<file path="config.mk">
export PLATFORM = sky130hd
export DESIGN_NAME = sobel_stream_v2
export DESIGN_NICKNAME = d
export VERILOG_FILES = /design/src/rtl/sobel_stream_v2.sv
export SDC_FILE = /design/constraint.sdc
export NUM_CORES = 2
export LEC_CHECK = 0
export CORE_MARGIN = 3
export CORE_UTILIZATION = 40
export DETAILED_ROUTE_END_ITERATION = 12
export PLACE_DENSITY = 0.58
export SLEW_MARGIN = 20
export SYNTH_ARGS = -nofsm -noshare
export SYNTH_HDL_FRONTEND = slang
export SYNTH_SLANG_ARGS = --single-unit
</file>
<file path="constraint.sdc">
create_clock -name clk -period 18.2 [get_ports clk]
set_input_delay 1.82 -clock clk [delete_from_list [all_inputs] [get_ports clk]]
set_output_delay 1.82 -clock clk [all_outputs]
set_load 0.03 [all_outputs]
</file>
<file path="src/rtl/sobel_stream_v2.sv">
// Streaming 3x3 Sobel edge stage: two line buffers, 4-stage pipeline, runtime threshold.
// Define SOBEL_FRAME_STATS_EN to add per-frame edge count outputs (frame_edge_count, frame_done).
module sobel_stream_v2 #(
  parameter int DATA_WIDTH = 8,
  parameter int WIDTH      = 200,
  parameter int HEIGHT     = 200,
  parameter int THRESHOLD  = 128
) (
  input  logic                  clk,
  input  logic                  reset_p,
  input  logic [DATA_WIDTH-1:0] pix_in,
  input  logic                  pix_in_valid,
  input  logic                  pix_in_hsync,
  input  logic                  pix_in_vsync,
  input  logic [DATA_WIDTH+2:0] thresh_in,
  input  logic                  thresh_load,
  output logic [DATA_WIDTH-1:0] sobel_mag,
  output logic                  sobel_edge,
  output logic                  sobel_valid,
  output logic                  sobel_hsync,
`ifdef SOBEL_FRAME_STATS_EN
  output logic                  sobel_vsync,
  output logic [$clog2(WIDTH*HEIGHT+1)-1:0] frame_edge_count,
  output logic                  frame_done
`else
  output logic                  sobel_vsync
`endif
);

  localparam int COL_W = (WIDTH > 1) ? $clog2(WIDTH) : 1;
  localparam int ROW_W = (HEIGHT > 1) ? $clog2(HEIGHT) : 1;
  localparam int SW    = DATA_WIDTH + 4;
  localparam int AW    = DATA_WIDTH + 2;
  localparam int TW    = DATA_WIDTH + 3;
  localparam logic [TW-1:0] MAG_MAX = TW'((1 << DATA_WIDTH) - 1);

  logic [COL_W-1:0]      col_q, col_d;
  logic [ROW_W-1:0]      row_q, row_d;
  logic [TW-1:0]         thresh_q;
  logic [DATA_WIDTH-1:0] lb1_mem [WIDTH];
  logic [DATA_WIDTH-1:0] lb2_mem [WIDTH];
  logic [DATA_WIDTH-1:0] lb1_rd, lb2_rd;
  logic [DATA_WIDTH-1:0] w_q [3][3];
  logic                  border_d, border1_q, border2_q, border3_q;
  logic signed [SW-1:0]  gx_d, gy_d, gx2_q, gy2_q;
  logic [AW-1:0]         ax_d, ay_d, ax3_q, ay3_q;
  logic [TW-1:0]         sum4;
  logic [DATA_WIDTH-1:0] mag_d, mag_q;
  logic                  edge_d, edge_q;
  logic [3:0]            vld_q, hs_q, vs_q;

  function automatic logic signed [SW-1:0] px(input logic [DATA_WIDTH-1:0] v);
    return $signed({4'b0000, v});
  endfunction

  always_comb begin
    col_d = col_q;
    row_d = row_q;
    if (!pix_in_vsync) begin
      col_d = '0;
      row_d = '0;
    end else if (pix_in_valid) begin
      if (col_q == COL_W'(WIDTH - 1)) begin
        col_d = '0;
        row_d = (row_q == ROW_W'(HEIGHT - 1)) ? '0 : row_q + ROW_W'(1);
      end else begin
        col_d = col_q + COL_W'(1);
      end
    end
  end

  // The window is incomplete until two full rows and two columns have arrived.
  assign border_d = !pix_in_vsync || (32'(row_q) < 32'd2) || (32'(col_q) < 32'd2);

  assign lb1_rd = lb1_mem[col_q];
  assign lb2_rd = lb2_mem[col_q];

  always_ff @(posedge clk) begin
    if (pix_in_valid) begin
      lb1_mem[col_q] <= pix_in;
      lb2_mem[col_q] <= lb1_rd;
    end
  end

  always_comb begin
    gx_d = (px(w_q[0][2]) + (px(w_q[1][2]) <<< 1) + px(w_q[2][2]))
         - (px(w_q[0][0]) + (px(w_q[1][0]) <<< 1) + px(w_q[2][0]));
    gy_d = (px(w_q[2][0]) + (px(w_q[2][1]) <<< 1) + px(w_q[2][2]))
         - (px(w_q[0][0]) + (px(w_q[0][1]) <<< 1) + px(w_q[0][2]));
    ax_d = AW'(gx2_q[SW-1] ? -gx2_q : gx2_q);
    ay_d = AW'(gy2_q[SW-1] ? -gy2_q : gy2_q);
    sum4 = TW'(ax3_q) + TW'(ay3_q);
    mag_d  = '0;
    edge_d = 1'b0;
    if (!border3_q) begin
      mag_d  = (sum4 > MAG_MAX) ? '1 : sum4[DATA_WIDTH-1:0];
      edge_d = (sum4 >= thresh_q);
    end
  end

  always_ff @(posedge clk or posedge reset_p) begin
    if (reset_p) begin
      col_q     <= '0;
      row_q     <= '0;
      thresh_q  <= TW'(THRESHOLD);
      border1_q <= 1'b1;
      border2_q <= 1'b1;
      border3_q <= 1'b1;
      gx2_q     <= '0;
      gy2_q     <= '0;
      ax3_q     <= '0;
      ay3_q     <= '0;
      mag_q     <= '0;
      edge_q    <= 1'b0;
      vld_q     <= '0;
      hs_q      <= '0;
      vs_q      <= '0;
      for (int i = 0; i < 3; i++)
        for (int j = 0; j < 3; j++)
          w_q[i][j] <= '0;
    end else begin
      col_q <= col_d;
      row_q <= row_d;
      if (thresh_load) thresh_q <= thresh_in;
      // Window and border flag only move on accepted pixels; later stages run freely.
      if (pix_in_valid) begin
        for (int i = 0; i < 3; i++) begin
          w_q[i][0] <= w_q[i][1];
          w_q[i][1] <= w_q[i][2];
        end
        w_q[0][2] <= lb2_rd;
        w_q[1][2] <= lb1_rd;
        w_q[2][2] <= pix_in;
        border1_q <= border_d;
      end
      gx2_q     <= gx_d;
      gy2_q     <= gy_d;
      border2_q <= border1_q;
      ax3_q     <= ax_d;
      ay3_q     <= ay_d;
      border3_q <= border2_q;
      mag_q     <= mag_d;
      edge_q    <= edge_d;
      vld_q     <= {vld_q[2:0], pix_in_valid};
      hs_q      <= {hs_q[2:0], pix_in_hsync};
      vs_q      <= {vs_q[2:0], pix_in_vsync};
    end
  end

  assign sobel_mag   = mag_q;
  assign sobel_edge  = edge_q;
  assign sobel_valid = vld_q[3];
  assign sobel_hsync = hs_q[3];
  assign sobel_vsync = vs_q[3];

`ifdef SOBEL_FRAME_STATS_EN
  localparam int CW = $clog2(WIDTH*HEIGHT+1);
  logic [CW-1:0] edge_cnt_q;
  logic          vs_prev_q;

  always_ff @(posedge clk or posedge reset_p) begin
    if (reset_p) begin
      edge_cnt_q       <= '0;
      vs_prev_q        <= 1'b0;
      frame_edge_count <= '0;
      frame_done       <= 1'b0;
    end else begin
      vs_prev_q  <= sobel_vsync;
      frame_done <= 1'b0;
      if (vs_prev_q && !sobel_vsync) begin
        frame_edge_count <= edge_cnt_q;
        frame_done       <= 1'b1;
        edge_cnt_q       <= '0;
      end else if (sobel_vsync && sobel_valid && sobel_edge) begin
        edge_cnt_q <= edge_cnt_q + CW'(1);
      end
    end
  end
`endif

endmodule

</file>
# --- Yosys cells after proc, flatten, opt, wreduce, memory -nomap -nowiden ---
# Memories as Yosys holds them, arrays and structs flattened. A register that Yosys moved wholly into a read port is not among the register bits.
# Index checks and enable logic that the tools add are counted.
totals:
  word_cells: 66
  in_bits: 25
  memories: 2
  ff_bits: 159
  out_inout_bits: 12
  mem_bits_rw: 3200
memory_table:
  columns: ["memory", "depth", "word_bits", "read_ports", "rd_clocked_by_memory_dff", "write_ports", "line", "rtl"]
  rows:
  - ["lb1_mem", 200, 8, 1, 0, 1, "40", "logic [DATA_WIDTH-1:0] lb1_mem [WIDTH];"]
  - ["lb2_mem", 200, 8, 1, 1, 1, "41", "logic [DATA_WIDTH-1:0] lb2_mem [WIDTH];"]
op_classes:
  n_eq_ne: 4
  n_lt_le_gt_ge: 4
  n_addsub: 15
  reduce_logical: 4
  mux: 14
op_table:
  columns: ["op", "count"]
  rows:
  - ["2-to-1 mux 8 bit", 9]
  - ["adder 10 x 8 -> 11 bit", 4]
  - ["adder 8 x 9 -> 10 bit", 4]
  - ["subtractor 11 x 11 -> 12 bit", 2]
  - ["2-to-1 mux 10 bit", 2]
  - ["negation 10 bit", 2]
  - ["adder 8 x 1 -> 8 bit, second input constant", 2]
  - ["== test 8 bit, second input constant", 2]
  - ["less-than comparator 8 x 2 -> 1 bit, second input constant", 2]
  - ["adder 10 x 10 -> 11 bit", 1]
  - ["greater-or-equal comparator 11 bit", 1]
  - ["greater-than comparator 11 x 8 -> 1 bit, second input constant", 1]
  - ["2-to-1 mux 1 bit", 3]
  - ["logical OR 1 bit", 2]
  - ["inequality test 2 x 1 -> 1 bit, second input constant", 1]
  - ["inequality test 2 bit, second input constant", 1]
  - ["AND reduction 2 bit", 1]
  - ["zero test 1 bit", 1]

# --- Longest topological paths before layout ---
logic_depth:
  depth_word: 5
  mapped_depth: 17
  mapped_depth_nobuf: 17

# --- Least setup slack after synthesis ---
# No wires, ideal clock.
synth_timing:
  path_type: "register -> register"
  startpoint: "reg col_q[0]"
  endpoint: "mem lb2_mem[0][2], data pin"
  path_stages_with_launch: 11
  n_path_buf: 4
  period_less_slack_ns: 8.015
  arrival_ns: 6.830
  setup_ns: 1.186
  setup_slack_ns: 10.185
  t_required_ns: 17.014
  cell_sequence: "dfrtp_1 > buf_6 > buf_8 > buf_8 > buf_6 > nand2b_1 > o22ai_1 > a2111oi_0 > nor4_1 > a31o_2 > o21ai_1"
synth_between:
  elab_chain_cells: 1
synth_lines:
  columns: ["element", "line", "rtl"]
  rows:
  - ["start: declaration", "37", "logic [COL_W-1:0] col_q, col_d;"]
  - ["start signal: assignment", "122", "col_q <= col_d;"]
  - ["memory read (200 x 8 bit)", null, null]
  - ["net lb1_rd[2]", "42", "logic [DATA_WIDTH-1:0] lb1_rd, lb2_rd;"]
  - ["end: declaration", "41", null]
# The timed path passes the listed nets, and every way through them passes these cells.

# --- Final worst setup path ---
layout_timing:
  startpoint: "reg col_q[1]"
  endpoint: "mem lb2_mem[163][3], data pin"
# The elaborated chain is that of the path after synthesis.

==> metrics.csv <==
stage,metric,value,unit
timing,Post-Route Skew,0.06573,ns
cells_and_area,nets,6991,
timing,"Slew Viols, Final",0,
timing,Max Clk Rate,131.5,MHz
floorplan,Starting Density,0.4028,
cells_and_area,area grow syn2layout,14.01,%
drt,DR iter-0 viols,10574,
timing,Tmin final,7.607,ns
yosys,post-synthesis compound-gate area fraction,0.03469,
yosys,Area contributors post-synth,"edfxtp_1 (73%), mux4_2 (12%), dfrtp_1 (3.0%), mux2i_1 (1.8%), fa_1 (0.95%)",
worst_setup_path,Setup CP Type,reg2reg,
yosys,Netlist cell types,85,
clocking,setup bufs post-CTS,0,
clocking,clk slew on worst S/H paths,0.06,ns
grt,global-route wire length before repair,570.2,mm
drt,WL per Instance,36.04,um
floorplan,Die Y,580.7,um
grt,GRT overflow,0,
timing,final hold vios,0,
yosys,post-synthesis mux area share,0.1403,
placed_design,IO buf count,36,
worst_setup_path,startpoint types,register,
drt,DR pass1 iterations,6,
yosys,yosys warns,0,
yosys,number of synthesized flops with an enable pin,3200,
grt,vias in the first global route,68864,
power,leakage,0.04704,uW
yosys,"Primary FF master, synth",edfxtp_1,
grt,largest net degree at the start of global routing,121,
drt,Routed WL,414.1,mm
timing,slew margin rel.,0.1855,
job,Max Cap Viol,0,
yosys,largest family of logic cells by synthesized area,multiplexers,
placed_design,GPL Wtd Cong,0.8973,
clocking,clk root buf,clkbuf_16,
power,Power Density,119.6,mW/mm^2
floorplan,cell row count,210,
worst_setup_path,"Arr. time, crit path",8.18,ns
drt,Final ANT Viol Nets,0,
drt,# DRC,0,
yosys,average size of a mapped cell,20.27,sq um
timing,Setup-failing EPs final,0,
placed_design,placed inst area,0.1392,sq mm
yosys,Gate Count Post-Synth,6516,
yosys,Synth Register Bits,3365,
clocking,post_cts resized,0,
drt,vias,70005,
clocking,total CTS buffers,350,
floorplan,die width,580.7,um
yosys,sequential share of the synthesized area,0.7587,
clocking,CTS tree,built,
timing,pin slew with the least headroom to its limit,1.222,ns
clocking,H-tree lvl count,5,
timing,unrepaired setup endpoints after global routing,false,
drt,Via-to-Cell Ratio,6.092,
clocking,"Clk Latency, worst-skew pair",0.95,ns
timing,Final Cycle Share,0.4180,
clocking,CTS Sinks,3365,
min_path,Hold Crit Class,reg2reg,
worst_setup_path,worst path required time,18.77,ns
yosys,Post-Synth Adder-Cell Area,0.01438,
clocking,Post-CTS Hold Fix Bufs,0,
yosys,Post-Synthesis Cell Area,0.1321,sq mm
floorplan,Top Ports,37,
timing,setup_tns,0,ns
cells_and_area,final design area excluding fillers,0.1506,sq mm
yosys,Post-Synth XOR/XNOR Area,0.002718,
yosys,syn nets,6655,
outcome,outcome,"finished, final reports clean",
grt,Tot GR Track Use,0.2421,
yosys,Synth async-reset ratio,0.04903,
floorplan,die area,0.3372,sq mm
yosys,simple-gate area share of the yosys netlist,0.02917,
floorplan,Core Region,0.3279,sq mm
clocking,Clock Path Buffers,4,
yosys,"area leader, netlist",edfxtp_1,
placed_design,HPWL after detailed placement,247.6,mm
worst_setup_path,Worst Setup End Kind,register,
power,Worst VDD drop,76.72,uV
yosys,Synth top area share,0.7274,
grt,initial antenna violation count,24,
worst_setup_path,"Max FO, Critical Path",101,
cells_and_area,layout cell share with drive strength beyond 1,0.2434,
## critical path: stages (launching register included)
cell	delay [ns]
dfrtp_4	0.83
buf_4	0.66
buf_12	0.55
buf_4	0.76
buf_4	0.76
mux4_2	0.58
o21ai_0	0.21
nand4_1	0.36
a31oi_1	0.38
nand3_4	0.55
buf_4	0.58
buf_4	0.51
## metrics by stage
| stage | hold WS [ns] | setup WS (ns) | total power [uW] | util | cells |
|---|---|---|---|---|---|
| 3_5_place_dp | 0.3347 | 10.62 | 11100 | 0.4246 | 10846 |
| 3_3_place_gp | 0.3323 | 10.57 | 11060 | 0.4240 | 10842 |
| 6_report | 0.3215 | 10.59 | 18020 | 0.4593 | 11491 |
| 5_1_grt | 0.3471 | 10.36 | 18650 | 0.4592 | 11479 |
| 2_1_floorplan | 0.3312 | 10.18 | 10480 | - | 6516 |
| 4_1_cts | 0.3366 | 10.60 | 18130 | 0.4591 | 11478 |
## area by class of cell
type | count | area [sq um]
sequential | 3365 | 100200
fill | 27280 | 177300
timing repair buffer | 362 | 2960
clock buffer | 439 | 9215
antenna | 13 | 32.53
tap | 4346 | 5438
clock inverter | 193 | 2093
inverter | 140 | 538.0
multi-input combinational | 2633 | 30080
## synthesized netlist by cell type (all sizes together) (99+ instances only)
master and count:
edfxtp 3200, mux4 695, nor2 302, buf 255, mux2i 242, nand2 236, dfrtp 161, inv 138
a22oi 124, clkbuf 123, o21ai 121, nand3 99
## metal layers
layer  up-vias  track usage  routed length (um)
met5         -            0                  19
met4         4       0.1003               19640
met3       797      0.06111               46470
met2      4304       0.3642              187000
met1     37513       0.3372              161000
li1      27387            -                   -
## placed cells by master, fill, tap and decap left out, types with 15 or more instances in the layout
master and instances:
clkinv_2 50, mux2i_1 242, a22o_1 31, dfrtp_1 155, nand2_1 234, nand3_1 96, mux2_2 39, a22oi_1 124
bufinv_16 28, o21ai_0 117, or3_1 15, edfxtp_1 3200, a21oi_1 84, clkinv_1 72, nand4_1 26, nor2_4 65
nor4_1 17, a32oi_1 17, nand2b_1 22, inv_1 134, a31oi_1 26, buf_4 310, fa_1 63, clkbuf_1 79
a221oi_1 58, clkdlybuf4s50_1 27, xnor2_1 30, nor2_2 58, nor3_1 34, o22ai_1 62, a211oi_1 26, nor2_1 179
ha_1 51, mux4_2 693, clkbuf_16 352
## where the power goes
group          switching, uW  internal (uW)  total, uW
registers               74.1           8740       8810
logic                   1280            829       2110
clock network           3070           4020       7090
total                   4430          13600      18000
## path summary, 6_finish.rpt
check                         start         endpoint  slack [ns]  depth (start not counted)
min in group asynchronous   reset_p     sobel_mag[7]        1.49                          2
max in group asynchronous   reset_p         col_q[2]       15.15                          3
hold / removal              hs_q[0]          hs_q[1]        0.32                          0
setup reg to reg           col_q[1]  lb2_mem[163][3]       10.59                         11
setup / recovery           col_q[1]  lb2_mem[163][3]       10.59                         11
hold reg to reg             hs_q[0]          hs_q[1]        0.32                          0
## registers in the layout, summed over array words and instances, names as in the netlist
| name | flops |
|---|---|
| lb1_mem | 1600 |
| lb2_mem | 1600 |
| w_q | 72 |
| gx2_q | 11 |
| gy2_q | 11 |
| thresh_q | 11 |
| ax3_q | 10 |
| ay3_q | 10 |
| col_q | 8 |
| row_q | 8 |
| sobel_mag | 8 |
| hs_q | 4 |
| vld_q | 4 |
| vs_q | 4 |
| border1_q | 1 |
| border2_q | 1 |
| border3_q | 1 |
| sobel_edge | 1 |
## logic make-up after synthesis
family                   after synthesis
XOR/XNOR                              41
flip-flops                          3365
multiplexers                         977
adder cells (fa/ha/maj)              114
AND/OR/NAND/NOR                      840
AO/OA/AOI/OAI                        661
buffers and inverters                518
(Power assumes the default switching activity.)
